==> config.mk <==
export PLATFORM = sky130hd
export DESIGN_NAME = ngmux_sel_ctrl
export DESIGN_NICKNAME = d
export VERILOG_FILES = /design/src/rtl/ngmux_sel_ctrl.sv
export SDC_FILE = /design/constraint.sdc
export NUM_CORES = 1
export LEC_CHECK = 0
export ABC_AREA = 1
export CAP_MARGIN = 20
export CORE_MARGIN = 2
export CORE_UTILIZATION = 44
export DETAILED_ROUTE_END_ITERATION = 12
export SLEW_MARGIN = 10
export SYNTH_ARGS = -nofsm -noshare
export SYNTH_HDL_FRONTEND = slang
export SYNTH_SLANG_ARGS = --single-unit
==> constraint.sdc <==
create_clock -name CLK -period 3.8 [get_ports CLK]
set_input_delay 0.95 -clock CLK [delete_from_list [all_inputs] [get_ports CLK]]
set_output_delay 0.95 -clock CLK [all_outputs]
set_load 0.005 [all_outputs]
==> src/rtl/ngmux_sel_ctrl.sv <==
`default_nettype none
// ============================================================================
// Module      : ngmux_sel_ctrl
// Description : Select controller for the PolarFire NGMUX glitchless clock
//               mux. Runs on a free-running reference clock and drives the
//               mux SEL pin. It watches divide-by-2 toggles from both source
//               domains to decide whether each clock is alive. It accepts
//               switch requests through a valid/ready handshake and can fail
//               over on its own when the selected clock dies.
// Ports       : CLK        - free-running reference clock
//               RESETN     - asynchronous active-low reset
//               CLK0_TOG   - toggle from CLK0 domain (async)
//               CLK1_TOG   - toggle from CLK1 domain (async)
//               REQ_VALID  - switch request valid
//               REQ_SEL    - requested source (0=CLK0, 1=CLK1)
//               REQ_READY  - request can be accepted
//               REQ_DONE   - one-cycle completion pulse
//               REQ_ERR    - qualifies REQ_DONE, 1 = rejected
//               SEL        - NGMUX SEL
//               CLK0_OK    - CLK0 alive
//               CLK1_OK    - CLK1 alive
//               FAILOVER   - one-cycle pulse on automatic switch
//               NO_CLK     - neither source alive
// Revision    : 1.0 - initial release
// ============================================================================
module ngmux_sel_ctrl #(
    parameter int SYNC_STAGES   = 2,
    parameter int WINDOW        = 64,
    parameter int MIN_EDGES     = 4,
    parameter int SETTLE_CYCLES = 16,
    parameter int AUTO_FAILOVER = 1
) (
    input  logic CLK,
    input  logic RESETN,
    input  logic CLK0_TOG,
    input  logic CLK1_TOG,
    input  logic REQ_VALID,
    input  logic REQ_SEL,
    output logic REQ_READY,
    output logic REQ_DONE,
    output logic REQ_ERR,
    output logic SEL,
    output logic CLK0_OK,
    output logic CLK1_OK,
    output logic FAILOVER,
    output logic NO_CLK
);

    localparam int c_WIN_W  = (WINDOW > 1) ? $clog2(WINDOW) : 1;
    localparam int c_EDGE_W = $clog2(MIN_EDGES + 1);
    localparam int c_SET_W  = (SETTLE_CYCLES > 1) ? $clog2(SETTLE_CYCLES) : 1;

    localparam logic [c_WIN_W-1:0]  c_WIN_LAST = c_WIN_W'(WINDOW - 1);
    localparam logic [c_EDGE_W-1:0] c_EDGE_MAX = c_EDGE_W'(MIN_EDGES);
    localparam logic [c_SET_W-1:0]  c_SET_LAST = c_SET_W'(SETTLE_CYCLES - 1);
    localparam logic                c_AUTO     = (AUTO_FAILOVER != 0);

    localparam logic [0:0] c_ST_IDLE   = 1'b0;
    localparam logic [0:0] c_ST_SETTLE = 1'b1;

    // ------------------------------------------------------------------
    // Toggle synchronizers and edge detection
    // ------------------------------------------------------------------
    logic [SYNC_STAGES-1:0] r_sync0;
    logic [SYNC_STAGES-1:0] r_sync1;
    logic                   w_edge0;
    logic                   w_edge1;

    always_ff @(posedge CLK or negedge RESETN) begin
        if (!RESETN) begin
            r_sync0 <= '0;
            r_sync1 <= '0;
        end else begin
            r_sync0 <= {r_sync0[SYNC_STAGES-2:0], CLK0_TOG};
            r_sync1 <= {r_sync1[SYNC_STAGES-2:0], CLK1_TOG};
        end
    end

    // Either polarity of the toggle counts as one source-clock activity edge.
    assign w_edge0 = r_sync0[SYNC_STAGES-1] ^ r_sync0[SYNC_STAGES-2];
    assign w_edge1 = r_sync1[SYNC_STAGES-1] ^ r_sync1[SYNC_STAGES-2];

    // ------------------------------------------------------------------
    // Activity window: saturating edge counters, OK flags, NO_CLK
    // ------------------------------------------------------------------
    logic [c_WIN_W-1:0]  r_win;
    logic [c_EDGE_W-1:0] r_cnt0;
    logic [c_EDGE_W-1:0] r_cnt1;
    logic                r_clk0_ok;
    logic                r_clk1_ok;
    logic                r_no_clk;
    logic                r_ok0_prev;
    logic                r_ok1_prev;
    logic                w_wrap;
    logic                w_ok0_new;
    logic                w_ok1_new;

    // On the wrap cycle the counter restarts with that cycle's edge so no
    // edge is lost between windows.
    function automatic logic [c_EDGE_W-1:0] f_cnt_next(
        input logic [c_EDGE_W-1:0] cnt,
        input logic                e,
        input logic                wrap
    );
        logic [c_EDGE_W-1:0] v;
        v = cnt;
        if (wrap) begin
            v    = '0;
            v[0] = e;
        end else if (e && (cnt != c_EDGE_MAX)) begin
            v = cnt + 1'b1;
        end
        return v;
    endfunction

    assign w_wrap    = (r_win == c_WIN_LAST);
    assign w_ok0_new = (r_cnt0 >= c_EDGE_MAX);
    assign w_ok1_new = (r_cnt1 >= c_EDGE_MAX);

    always_ff @(posedge CLK or negedge RESETN) begin
        if (!RESETN) begin
            r_win      <= '0;
            r_cnt0     <= '0;
            r_cnt1     <= '0;
            r_clk0_ok  <= 1'b0;
            r_clk1_ok  <= 1'b0;
            r_no_clk   <= 1'b0;
            r_ok0_prev <= 1'b0;
            r_ok1_prev <= 1'b0;
        end else begin
            r_win      <= w_wrap ? '0 : r_win + 1'b1;
            r_cnt0     <= f_cnt_next(r_cnt0, w_edge0, w_wrap);
            r_cnt1     <= f_cnt_next(r_cnt1, w_edge1, w_wrap);
            r_ok0_prev <= r_clk0_ok;
            r_ok1_prev <= r_clk1_ok;
            // NO_CLK tracks the OK flags from the first window end onward;
            // updating it on the wrap keeps it aligned with the flags.
            if (w_wrap) begin
                r_clk0_ok <= w_ok0_new;
                r_clk1_ok <= w_ok1_new;
                r_no_clk  <= !w_ok0_new && !w_ok1_new;
            end
        end
    end

    // ------------------------------------------------------------------
    // Selection FSM
    // ------------------------------------------------------------------
    logic [0:0]         r_state;
    logic [c_SET_W-1:0] r_set_cnt;
    logic               r_sel;
    logic               r_ready;
    logic               r_done;
    logic               r_err;
    logic               r_failover;
    logic               r_pend;     // settle was started by a request
    logic               r_recheck;  // first IDLE cycle after a settle

    logic [0:0]         w_state_next;
    logic [c_SET_W-1:0] w_set_cnt_next;
    logic               w_sel_next;
    logic               w_done_next;
    logic               w_err_next;
    logic               w_fo_next;
    logic               w_pend_next;
    logic               w_recheck_next;
    logic               w_active_ok;
    logic               w_active_prev;
    logic               w_other_ok;
    logic               w_target_ok;
    logic               w_loss_evt;
    logic               w_fail_cond;
    logic               w_accept;

    assign w_active_ok   = r_sel ? r_clk1_ok  : r_clk0_ok;
    assign w_active_prev = r_sel ? r_ok1_prev : r_ok0_prev;
    assign w_other_ok    = r_sel ? r_clk0_ok  : r_clk1_ok;
    assign w_target_ok   = REQ_SEL ? r_clk1_ok : r_clk0_ok;
    assign w_loss_evt    = w_active_prev && !w_active_ok;
    // A loss seen during SETTLE is caught by the level check on return.
    assign w_fail_cond   = c_AUTO && !w_active_ok && w_other_ok &&
                           (w_loss_evt || r_recheck);
    assign w_accept      = REQ_VALID && r_ready && (r_state == c_ST_IDLE);

    always_comb begin
        w_state_next   = r_state;
        w_set_cnt_next = r_set_cnt;
        w_sel_next     = r_sel;
        w_done_next    = 1'b0;
        w_err_next     = 1'b0;
        w_fo_next      = 1'b0;
        w_pend_next    = r_pend;
        w_recheck_next = 1'b0;
        case (r_state)
            c_ST_IDLE: begin
                if (w_fail_cond) begin
                    w_sel_next     = !r_sel;
                    w_fo_next      = 1'b1;
                    w_state_next   = c_ST_SETTLE;
                    w_set_cnt_next = '0;
                    w_pend_next    = 1'b0;
                    // A request colliding with a failover is rejected.
                    if (w_accept) begin
                        w_done_next = 1'b1;
                        w_err_next  = 1'b1;
                    end
                end else if (w_accept) begin
                    if (REQ_SEL == r_sel) begin
                        w_done_next = 1'b1;
                    end else if (!w_target_ok) begin
                        w_done_next = 1'b1;
                        w_err_next  = 1'b1;
                    end else begin
                        w_sel_next     = REQ_SEL;
                        w_state_next   = c_ST_SETTLE;
                        w_set_cnt_next = '0;
                        w_pend_next    = 1'b1;
                    end
                end
            end
            default: begin
                if (r_set_cnt == c_SET_LAST) begin
                    w_state_next   = c_ST_IDLE;
                    w_done_next    = r_pend;
                    w_pend_next    = 1'b0;
                    w_recheck_next = 1'b1;
                end else begin
                    w_set_cnt_next = r_set_cnt + 1'b1;
                end
            end
        endcase
    end

    always_ff @(posedge CLK or negedge RESETN) begin
        if (!RESETN) begin
            r_state    <= c_ST_IDLE;
            r_set_cnt  <= '0;
            r_sel      <= 1'b0;
            r_ready    <= 1'b0;
            r_done     <= 1'b0;
            r_err      <= 1'b0;
            r_failover <= 1'b0;
            r_pend     <= 1'b0;
            r_recheck  <= 1'b0;
        end else begin
            r_state    <= w_state_next;
            r_set_cnt  <= w_set_cnt_next;
            r_sel      <= w_sel_next;
            r_ready    <= (w_state_next == c_ST_IDLE);
            r_done     <= w_done_next;
            r_err      <= w_err_next;
            r_failover <= w_fo_next;
            r_pend     <= w_pend_next;
            r_recheck  <= w_recheck_next;
        end
    end

    assign REQ_READY = r_ready;
    assign REQ_DONE  = r_done;
    assign REQ_ERR   = r_err;
    assign SEL       = r_sel;
    assign CLK0_OK   = r_clk0_ok;
    assign CLK1_OK   = r_clk1_ok;
    assign FAILOVER  = r_failover;
    assign NO_CLK    = r_no_clk;

endmodule
`default_nettype wire
==> flow_summary_export.csv <==
group,metric,value,unit
yosys,synth-async-reset-ratio,100,%
sta,fmax,0.437,GHz
yosys,synth_top_area_share,54.1,%
routing,ant_nets,0,
final_layout,fin_cells,231,
pwr,p_clk_share,26.4,%
yosys,yosysSeqAreaShare,54.1,%
clocking,postCtsHoldBufs,0,
pwr,p_comb_share,18.4,%
yosys,ys_seq_elements,33,
yosys,yosys_warnings,0,
yosys,syn_area,0.00153,mm^2
status,status,"finished, final reports clean",
placement,place.gp.congestion,0.743,
die,die-area,0.00396,mm^2
pwr,sw_frac_of_total,29.2,%
grt,overflow,0,
placement,placed_cells,224,
routing,first_iter_violations,48,
sta,fin_crit,2.29,ns
pwr,finalPower,0.745,mW
sta,drv_slew,0,
critical_path,cp_slowest_cell,"clkdlybuf4s50_1",
critical_path,crit_family,"buffers and inverters",
die,rows,21,
sta,timing.final.crit_share,60.2,%
routing,drt-wirelength-per-cell,11.0,um
die,core_area,0.00334,mm^2
pwr,power_density,421,mW/mm^2
routing,drt_wl_total,2530,um
yosys,ys.flop_type,"dfrtp_1",
placement,placed_area,0.00171,mm^2
critical_path,cp-end-kind,"output pin",
grt,grt_pass1_vias,1117,
routing,first_pass_iters,4,
clocking,path_clk_slew,0.09,ns
sta,final-hold-violation-count,0,
final_layout,nets,197,
final_layout,drive_above_1_share,9.73,%
routing,dr_total_vias,1118,
critical_path,max_stage_delay,0.55,ns
critical_path,path_buf_inv,1,
yosys,synth_common_cells,"49 x nand2_1, 33 x dfrtp_1, 20 x inv_1, 10 x nand3_1, 10 x nor2_1",
grt,grt_max_degree,34,
final_layout,diodes,0,
sta,skew,0.00745,ns
yosys,synth_largest_area_cell,"dfrtp_1",
yosys,syn-num-nets,177,
yosys,synth_cells,165,
routing,viasPerCell,4.84,
yosys,syn_area_per_cell,9.26,um^2
sta,finalSetupViolCount,0,
die,ioPinCount,14,
critical_path,cp_max_fo,7,
routing,drc,0,
job,maxCapViolations,0,
die,die_h,62.9,um
pwr,leakage,0.905,nW
clocking,cts_max_level,2,
clocking,cts_inserted_buffers,5,
sta,relSlewSlack,72.5,%
final_layout,area_growth,15.6,%
critical_path,start_kind,"flop",
critical_path,path_cells,"clkdlybuf4s50_1",
die,die_width,62.9,um
yosys,synthTopCellsByArea,"dfrtp_1 54%, nand2_1 12%, ha_1 4.9%",
sta,rsz0062_at_grt,"false",
grt,grt_use_total,15.3,%
pwr,seq_power_share,55.2,%
clocking,cts_resized,0,
final_layout,final_core_util,52.9,%
grt,grt_pass1_wl,4680,um
placement,portBuffers,13,
sta,worst_pin_slew,0.413,ns
placement,dp_hpwl,1860,um
critical_path,setup.worst_path.class,"flop to output pin",
clocking,cts_buffer_depth,2,
pwr,net-switching-power,0.217,mW
yosys,synth-edff-count,0,
yosys,synth.most_common_cell,"nand2_1",
grt,antenna_found_initial,0,
pwr,ir_worst_vdd,0.216,mV
yosys,post_synth_num_cell_types,22,
sta,tns,0,ns
pwr,p_int,0.527,mW
final_layout,final_area,0.00177,mm^2
final_layout,n_fill_cell,312,
clocking,cts_tree,"yes",
critical_path,crit_required,2.85,ns
critical_path,cp.arrival,1.34,ns
min_path,hp-class,"flop to flop",
clocking,numClockSinks,33,
clocking,post_cts.repair.setup_buffers,0,
die,start_util,45.8,%
clocking,clk_latency,0.33,ns
clocking,clock-root-buffer,"clkbuf_4",
==> sequential cells by signal, indices dropped and copies added (netlist names), 2 cells and up <==
name       cells
r_sync1        2
r_sync0        2
r_set_cnt      4
r_win          6
r_cnt1         3
r_cnt0         3
==> power by group through the flow <==
stage / clock [mW] / sequential (mW) / combinational [mW]
after global routing: 0.232 / 0.417 / 0.165
final: 0.197 / 0.411 / 0.137
after floorplan: 0 / 0.412 / 0.0991
after CTS: 0.204 / 0.411 / 0.140
after detailed placement: 0 / 0.418 / 0.139
after global placement: 0 / 0.416 / 0.123
==> placed cells by master, fill, tap and decap left out, types with 3 or more instances in the layout <==
cell / count
nand2_1: 49
nand3_1: 10
nand4_1: 5
clkbuf_4: 5
o21ai_1: 3
o21ai_0: 5
ha_1: 6
dfrtp_1: 33
nor2_1: 10
xor2_1: 5
nand3_2: 3
clkdlybuf4s50_1: 13
inv_1: 20
==> layer usage <==
| layer | wire length, um | vias to the layer above | track usage [%] |
|---|---|---|---|
| met4 | 36 | 0 | 6.67 |
| met3 | 94 | 5 | 5.59 |
| met2 | 1300 | 15 | 26.5 |
| met1 | 1100 | 526 | 16.8 |
| met5 | 0 | - | 0 |
| li1 | - | 572 | - |
==> layout make-up <==
class | instances | area, um^2 | share of cell area (%)
inverters | 21 | 78.8 | 4.46
repair buffers | 14 | 138 | 7.79
multi-input cells | 110 | 612 | 34.6
flip-flops and latches | 33 | 826 | 46.7
clock buffers | 7 | 55.1 | 3.12
well taps | 46 | 57.6 | 3.26
==> metrics by stage <==
step,setup WS [ns],hold slack (ns)
2_1_floorplan,2.13,0.372
3_3_place_gp,1.60,0.380
3_5_place_dp,1.57,0.384
4_1_cts,1.48,0.405
5_1_grt,1.44,0.431
6_report,1.51,0.404
==> cell families (layout without fill, tap and decap cells) <==
logic type	after synthesis	in the layout	synth area share (%)
DFF	33	33	54.1
adders and majority gates	6	6	4.91
AOI/OAI and AO/OA	14	14	5.57
buffers and inverters	22	42	5.90
and+or+nand+nor	85	85	26.7
xor gates and xnor gates	5	5	2.87
==> final timing paths <==
check                                startpoint                  endpoint  slack [ns]  cells past startpoint
min                        r_sync1[0]$_DFF_PN0_      r_sync1[1]$_DFF_PN0_        0.40                      0
min reg2reg                r_sync1[0]$_DFF_PN0_      r_sync1[1]$_DFF_PN0_        0.40                      0
max in group asynchronous                RESETN        r_win[0]$_DFF_PN0_        2.48                      2
max                         CLK1_OK$_DFFE_PN0P_                   CLK1_OK        1.51                      1
min in group asynchronous                RESETN  r_set_cnt[2]$_DFFE_PN0P_        1.02                      2
max reg2reg                  r_win[0]$_DFF_PN0_     r_cnt1[0]$_DFFE_PN0P_        2.34                      7
No activity file was read; power rests on OpenSTA's default activity.
